===== src/rtl/node_position_streamer_pkg.sv =====
// Shared definitions for the node position streamer: FSM state encoding,
// output core-id width and the beat-index width helper.
package node_stream_pkg;

    typedef enum logic [1:0] {
        S_IDLE   = 2'd0,
        S_SNAP   = 2'd1,
        S_STREAM = 2'd2,
        S_DONE   = 2'd3
    } state_t;

    localparam int CORE_ID_W = 8;

    // Index must be able to hold 0..nodes (the extra value is the checksum beat).
    function automatic int idx_width(input int nodes);
        return (nodes < 1) ? 1 : $clog2(nodes + 1);
    endfunction

endpackage


===== src/rtl/node_position_streamer_checksum_acc.sv =====
// XOR fold of the snapshot x/y position vectors, used for the optional
// trailing checksum beat. Only present when STREAM_CHECKSUM_EN is defined.
`ifdef STREAM_CHECKSUM_EN
module stream_checksum_acc
    import node_stream_pkg::*;
#(
    parameter int node_contains = 5,
    parameter int width         = 32
) (
    input  logic [width*node_contains-1:0] shadow_x,
    input  logic [width*node_contains-1:0] shadow_y,
    output logic [width-1:0]               sum_x,
    output logic [width-1:0]               sum_y
);

    // Bitwise XOR across every node coordinate held in the shadow registers.
    always_comb begin
        sum_x = '0;
        sum_y = '0;
        for (int unsigned i = 0; i < node_contains; i++) begin
            sum_x = sum_x ^ shadow_x[width*i +: width];
            sum_y = sum_y ^ shadow_y[width*i +: width];
        end
    end

endmodule
`endif


===== src/rtl/node_position_streamer.sv =====
// Node position streamer: snapshots the core's flattened x/y position buses on
// request and streams one node per beat over a valid/ready interface.
// Optional feature: define STREAM_CHECKSUM_EN to append an XOR checksum beat
// (index node_contains) that carries out_last instead of the final node beat.
module node_position_streamer
    import node_stream_pkg::*;
#(
    parameter int node_contains = 5,
    parameter int core_id       = 1,
    parameter int width         = 32
) (
    input  logic                                  clk,
    input  logic                                  reset,
    input  logic                                  frame_req,
    input  logic [width*node_contains-1:0]        all_nodes_x_position,
    input  logic [width*node_contains-1:0]        all_nodes_y_position,
    output logic                                  out_valid,
    input  logic                                  out_ready,
    output logic [idx_width(node_contains)-1:0]   out_node_idx,
    output logic [width-1:0]                      out_x,
    output logic [width-1:0]                      out_y,
    output logic [CORE_ID_W-1:0]                  out_core_id,
    output logic                                  out_last,
    output logic                                  busy,
    output logic                                  frame_done,
    output logic                                  req_dropped
);

    localparam int IDX_W = idx_width(node_contains);
`ifdef STREAM_CHECKSUM_EN
    localparam int BEATS = node_contains + 1;
`else
    localparam int BEATS = node_contains;
`endif
    localparam logic [IDX_W-1:0] LAST_IDX = IDX_W'(BEATS - 1);

    state_t                         state;
    state_t                         state_next;
    logic [width*node_contains-1:0] shadow_x;
    logic [width*node_contains-1:0] shadow_y;
    logic [IDX_W-1:0]               idx;
    logic                           fire;
    logic                           at_last;
    logic [width-1:0]               beat_x;
    logic [width-1:0]               beat_y;
    logic                           frame_done_q;
    logic                           req_dropped_q;

`ifdef STREAM_CHECKSUM_EN
    logic [width-1:0] sum_x;
    logic [width-1:0] sum_y;

    stream_checksum_acc #(
        .node_contains (node_contains),
        .width         (width)
    ) u_checksum (
        .shadow_x (shadow_x),
        .shadow_y (shadow_y),
        .sum_x    (sum_x),
        .sum_y    (sum_y)
    );
`endif

    // State register.
    always_ff @(posedge clk) begin
        if (!reset) begin
            state <= S_IDLE;
        end else begin
            state <= state_next;
        end
    end

    // Snapshot capture and beat index advance.
    always_ff @(posedge clk) begin
        if (!reset) begin
            shadow_x <= '0;
            shadow_y <= '0;
            idx      <= '0;
        end else if (state == S_SNAP) begin
            shadow_x <= all_nodes_x_position;
            shadow_y <= all_nodes_y_position;
            idx      <= '0;
        end else if ((state == S_STREAM) && fire) begin
            idx <= idx + IDX_W'(1);
        end
    end

    // Registered status pulses: done follows the DONE state by one cycle,
    // dropped flags any request seen while a frame is in flight.
    always_ff @(posedge clk) begin
        if (!reset) begin
            frame_done_q  <= 1'b0;
            req_dropped_q <= 1'b0;
        end else begin
            frame_done_q  <= (state == S_DONE);
            req_dropped_q <= frame_req && (state != S_IDLE);
        end
    end

    // Next-state logic; a frame ends on the accepted last beat.
    always_comb begin
        state_next = state;
        case (state)
            S_IDLE:   if (frame_req) state_next = S_SNAP;
            S_SNAP:   state_next = S_STREAM;
            S_STREAM: if (fire && at_last) state_next = S_DONE;
            S_DONE:   state_next = S_IDLE;
            default:  state_next = S_IDLE;
        endcase
    end

    // Select the current beat's coordinates from the shadow registers.
    always_comb begin
        beat_x = '0;
        beat_y = '0;
        for (int unsigned i = 0; i < node_contains; i++) begin
            if (idx == IDX_W'(i)) begin
                beat_x = shadow_x[width*i +: width];
                beat_y = shadow_y[width*i +: width];
            end
        end
`ifdef STREAM_CHECKSUM_EN
        if (idx == IDX_W'(node_contains)) begin
            beat_x = sum_x;
            beat_y = sum_y;
        end
`endif
    end

    // Beat outputs are driven from registers only, so they hold while stalled.
    assign out_valid    = (state == S_STREAM);
    assign fire         = out_valid && out_ready;
    assign at_last      = (idx == LAST_IDX);
    assign out_last     = out_valid && at_last;
    assign out_node_idx = out_valid ? idx : '0;
    assign out_x        = out_valid ? beat_x : '0;
    assign out_y        = out_valid ? beat_y : '0;
    assign out_core_id  = out_valid ? CORE_ID_W'(core_id) : '0;
    assign busy         = (state != S_IDLE);
    assign frame_done   = frame_done_q;
    assign req_dropped  = req_dropped_q;

endmodule

===== config.mk =====
export PLATFORM = sky130hd
export DESIGN_NAME = node_position_streamer
export DESIGN_NICKNAME = d
export VERILOG_FILES = /design/src/rtl/node_position_streamer_pkg.sv /design/src/rtl/node_position_streamer_checksum_acc.sv /design/src/rtl/node_position_streamer.sv
export SDC_FILE = /design/constraint.sdc
export NUM_CORES = 1
export LEC_CHECK = 0
export ABC_AREA = 1
export BUFFER_PORTS_ARGS = -buffer_cell sky130_fd_sc_hd__buf_2
export CORE_ASPECT_RATIO = 1.4
export CORE_MARGIN = 2
export CORE_UTILIZATION = 48
export DETAILED_ROUTE_END_ITERATION = 8
export MAX_ROUTING_LAYER = met4
export PLACE_DENSITY = 0.77
export REMOVE_ABC_BUFFERS = 1
export SLEW_MARGIN = 20
export SYNTH_ARGS = -nofsm -noshare
export SYNTH_HDL_FRONTEND = slang
export SYNTH_SLANG_ARGS = --single-unit
export TNS_END_PERCENT = 10

===== constraint.sdc =====
create_clock -name clk -period 2.1 [get_ports clk]
set_input_delay 0.525 -clock clk [delete_from_list [all_inputs] [get_ports clk]]
set_output_delay 0.525 -clock clk [all_outputs]
set_load 0.02 [all_outputs]

==> results.txt <==
* Post-route minimum period: 2.73 ns
* Die width: 156 um
- The initial utilization of the core area, before any placement, comes to 48.9%.
- The count of nets left with antenna violations once routing finished came out at 0.
- Via count: 16,900
- Setup violations remaining at the end of the flow were counted as 69.
* Proportion of power drawn by the clock network: 23.9%
- Yosys instantiated no cell more often than sky130_fd_sc_hd__nor2_1.
- Worst-path clk slew: 0.07 ns
- Final core area utilization: 65.3%
- At the later pin of the worst-skew pair, clock insertion delay measures 0.54 ns.
- The worst setup path is of the flip-flop to output pin kind.
- Via count of the first global-routing pass: 16,100
- Number of flops mapped to enable cells by yosys: 0
* Required @ worst endpoint: 1.57 ns
* Transition time at the pin with the least slew margin: 0.593 ns
- Ratio of final minimum period to clock period: 130%
* Adder-cell share of the synthesized area: 0.807%
- Cell leakage power: 10.1 nW
* Violated checks: setup timing
* Worst hold-check slack: 0.214 ns
- Main flop type after synthesis: sky130_fd_sc_hd__dfxtp_1
* CP Capture Type: output pin
- Total of max-cap violations: 0
- Fin Setup TNS: -37.39 ns
* Worst stage delay on the critical path: 0.34 ns
- The analysis attributes to net switching a power of 10.8 mW.
- Top layer used by detailed routing: met4
- Finished Cell Area: 20,700 sq um
- Worst slew margin relative to its limit: 60.5%
- Gate count after technology mapping: 2,362
- Tightest Hold Check Type: input pin to flip-flop
- The initial antenna violation count was 19.
* First-pass iteration count of the detailed router: 6
* Synth top area cells: sky130_fd_sc_hd__dfxtp_1 42%, sky130_fd_sc_hd__nor2_1 16%, sky130_fd_sc_hd__o21ai_0 14%
* Async set or reset register ratio after synthesis: 0%
- List of most frequent post-synthesis cells: 642 x sky130_fd_sc_hd__nor2_1, 430 x sky130_fd_sc_hd__o21ai_0, 331 x sky130_fd_sc_hd__nand2_1
- After detailed routing, the average wire length per cell comes to 17.3 um.
* Maximum clock frequency: 0.366 GHz
* Fraction of synthesized cell area taken by the top area cell type: 42.2%
- Fraction of the mapped netlist area in compound gates: 16.9%
- Overflow after GRT: 0
* Overall die height: 217 um
- Cells along the critical path: inv_2, buf_6, ha_4, nand2_8, clkbuf_16, clkbuf_16, nand2_1, inv_1, nand2_1, nand2_2, a21oi_2, buf_4
- Total instance count after detailed placement: 3,023
- The synthesized netlist occupies a cell area of 15,500 sq um.
- Share of cell area taken by muxes after synthesis: 0%
- Detailed route wirelength on metal2: 26,600 um
- The design draws 27.7 mW.
* Number of nets in the finished design: 3,046
- Global routing usage summed across all routing layers: 30.2%
- CTS built an H-tree with a depth of 2.
- TritonCTS built the clock tree.
- Sequential cells were found to cover 42.2% of the synthesized design area.
* Gpl congestion: 0.878
* Top fanout value on the critical path: 5
- RSZ-0062 raised after global routing: true
- Sinks on Clock Net: 327
- Excluding fillers, the count of instances in the completed layout stands at 3,151.
- Worst path bufs/invs: 6
- Prior to clock tree synthesis, the placed netlist has a worst setup slack of -0.237 ns.
- Each instance of the synthesized netlist takes up on average 6.56 sq um.
- Fill cell total of the finished layout: 2,740
- P&R area growth vs syn: 33.5%
- Largest delay share family, worst path: buffers and inverters
* First-pass GRT wire length: 79,900 um
* Final number of hold-violating endpoints: 0
- The floorplan step defined a die boundary enclosing 33,800 sq um.
- Between clock sinks in the finished design, the worst skew comes to 0.0245 ns.
- The post-route netlist has 24.4% of its cells at a drive strength greater than 1.
* Arrival time of the worst setup path: 2.21 ns
* Cell taking the most area after synthesis: sky130_fd_sc_hd__dfxtp_1
- Net Sw Frac: 39.0%
- The HPWL after detailed placement is 30,900 um.
- After detailed placement, the total cell area comes to 17,700 sq um.
* Power Density: 1340 nW/um^2
* Largest net degree at the start of global routing: 149
* Post-synthesis xor/xnor area fraction: 0%
* Number of buffer cells added on primary ports: 396
* Floorplan Core Area: 31,700 sq um
- Warning count from the yosys run: 0
* Clock root buffer master: sky130_fd_sc_hd__clkbuf_16
- Routed wire length: 54,700 um
- Largest family of logic cells by synthesized area: simple AND/OR/NAND/NOR gates
* #FFs+latches synth: 327
* Row count: 77
- After detailed routing, the met3 layer carries 3930 um of wire.
- Least setup slack across all paths after layout: -0.633 ns
- The internal power of the cells totals 16.9 mW.
- Routed vias/inst: 5.36
* IR Drop Worst-Case VDD: 0.814 mV
- In the final routing, the length of wire on met1 measures 21,000 um.
* Number of top-level design ports: 404
* Area share of and/or/nand/nor cells after synthesis: 27.9%
- Combinational Power Share: 40.2%
- Of the total power, registers draw 35.9%.
- In the routed design, unresolved DRC markers number 0.
* Pins Over Slew Limit: 0
- Iteration-0 DRC count of the detailed router: 1,651
- In this run the deepest clock path goes through 3 buffers.
* Slowest cell on crit path: sky130_fd_sc_hd__dfxtp_2
- Type of origin of the critical path: flip-flop
* Count of unique library cells instantiated by Yosys: 24
- Result of the run: complete, but fails checks
* Number of buffers created by CTS: 34
## power groups by stage
stage / sequential (mW) / clock, mW / combinational (mW)
floorplan: 8.19 / 0 / 4.14
global route: 10.2 / 6.92 / 12.3
CTS: 9.84 / 6.68 / 10.3
global placement: 9.80 / 0 / 8.83
detailed placement: 9.93 / 0 / 9.04
finish: 9.95 / 6.60 / 11.1
## state kept, by name, indices dropped and copies added (netlist names)
signal and cells:
shadow_x 160, shadow_y 160, idx 3, state 2, frame_done 1, req_dropped 1
## tightest hold or removal path, cell delays in order
cell                     delay [ns]
sky130_fd_sc_hd__buf_2         0.07
sky130_fd_sc_hd__nor2_1        0.03
sky130_fd_sc_hd__nor2_1        0.08
## worst paths after layout
kind,from,to,slack [ns],cells past startpoint
setup reg to reg,state[1],shadow_x[125],0.37,5
setup / recovery,idx[0],out_x[11],-0.63,12
hold reg to reg,shadow_y[30],shadow_y[30],0.46,2
hold / removal,all_nodes_y_position[109],shadow_y[109],0.21,3
## layer usage
layer | vias up | track usage [%]
li1 | 8126 | -
met1 | 7789 | 34.6
met2 | 779 | 49.5
met3 | 203 | 5.10
met4 | 0 | 18.0
met5 | - | -
## area by class of cell
cell class / instances / area (sq um) / share of cell area, %
inverter: 209 / 817 / 3.95
tap: 395 / 494 / 2.39
sequential: 327 / 6550 / 31.7
multi-input combinational: 1643 / 7500 / 36.3
timing repair buffer: 497 / 4060 / 19.6
clock buffer: 45 / 1020 / 4.91
antenna: 19 / 47.5 / 0.230
clock inverter: 16 / 210 / 1.02
## cell families (layout without fill, tap and decap cells)
group | count (synthesis) | count (layout)
AND/OR/NAND/NOR | 1105 | 1105
flip-flops | 327 | 327
AO/OA/AOI/OAI | 521 | 521
other | 1 | 26
buffers and inverters | 398 | 767
adder cells (fa/ha/maj) | 10 | 10
## layout by cell type, fill, tap and decap left out, drive strengths merged
cell,instances
diode,19
bufinv,5
o211a,1
clkinvlp,2
conb,7
ha,10
nor3,1
a21oi,69
buf,477
o21ai,451
nand2,332
bufbuf,2
nor2,643
clkinv,10
dfxtp,327
clkbuf,63
inv,208
nand3,129
## what timing repair did
action / CTS / global route
cloned: 13 / 19
setup endpoints to repair: 70 / 70
pin swaps: 12 / 27
setup buffers: 11 / 7
gates resized for setup: 165 / 98
hold buffers: 0 / 0
No activity file was read; power rests on OpenSTA's default activity.
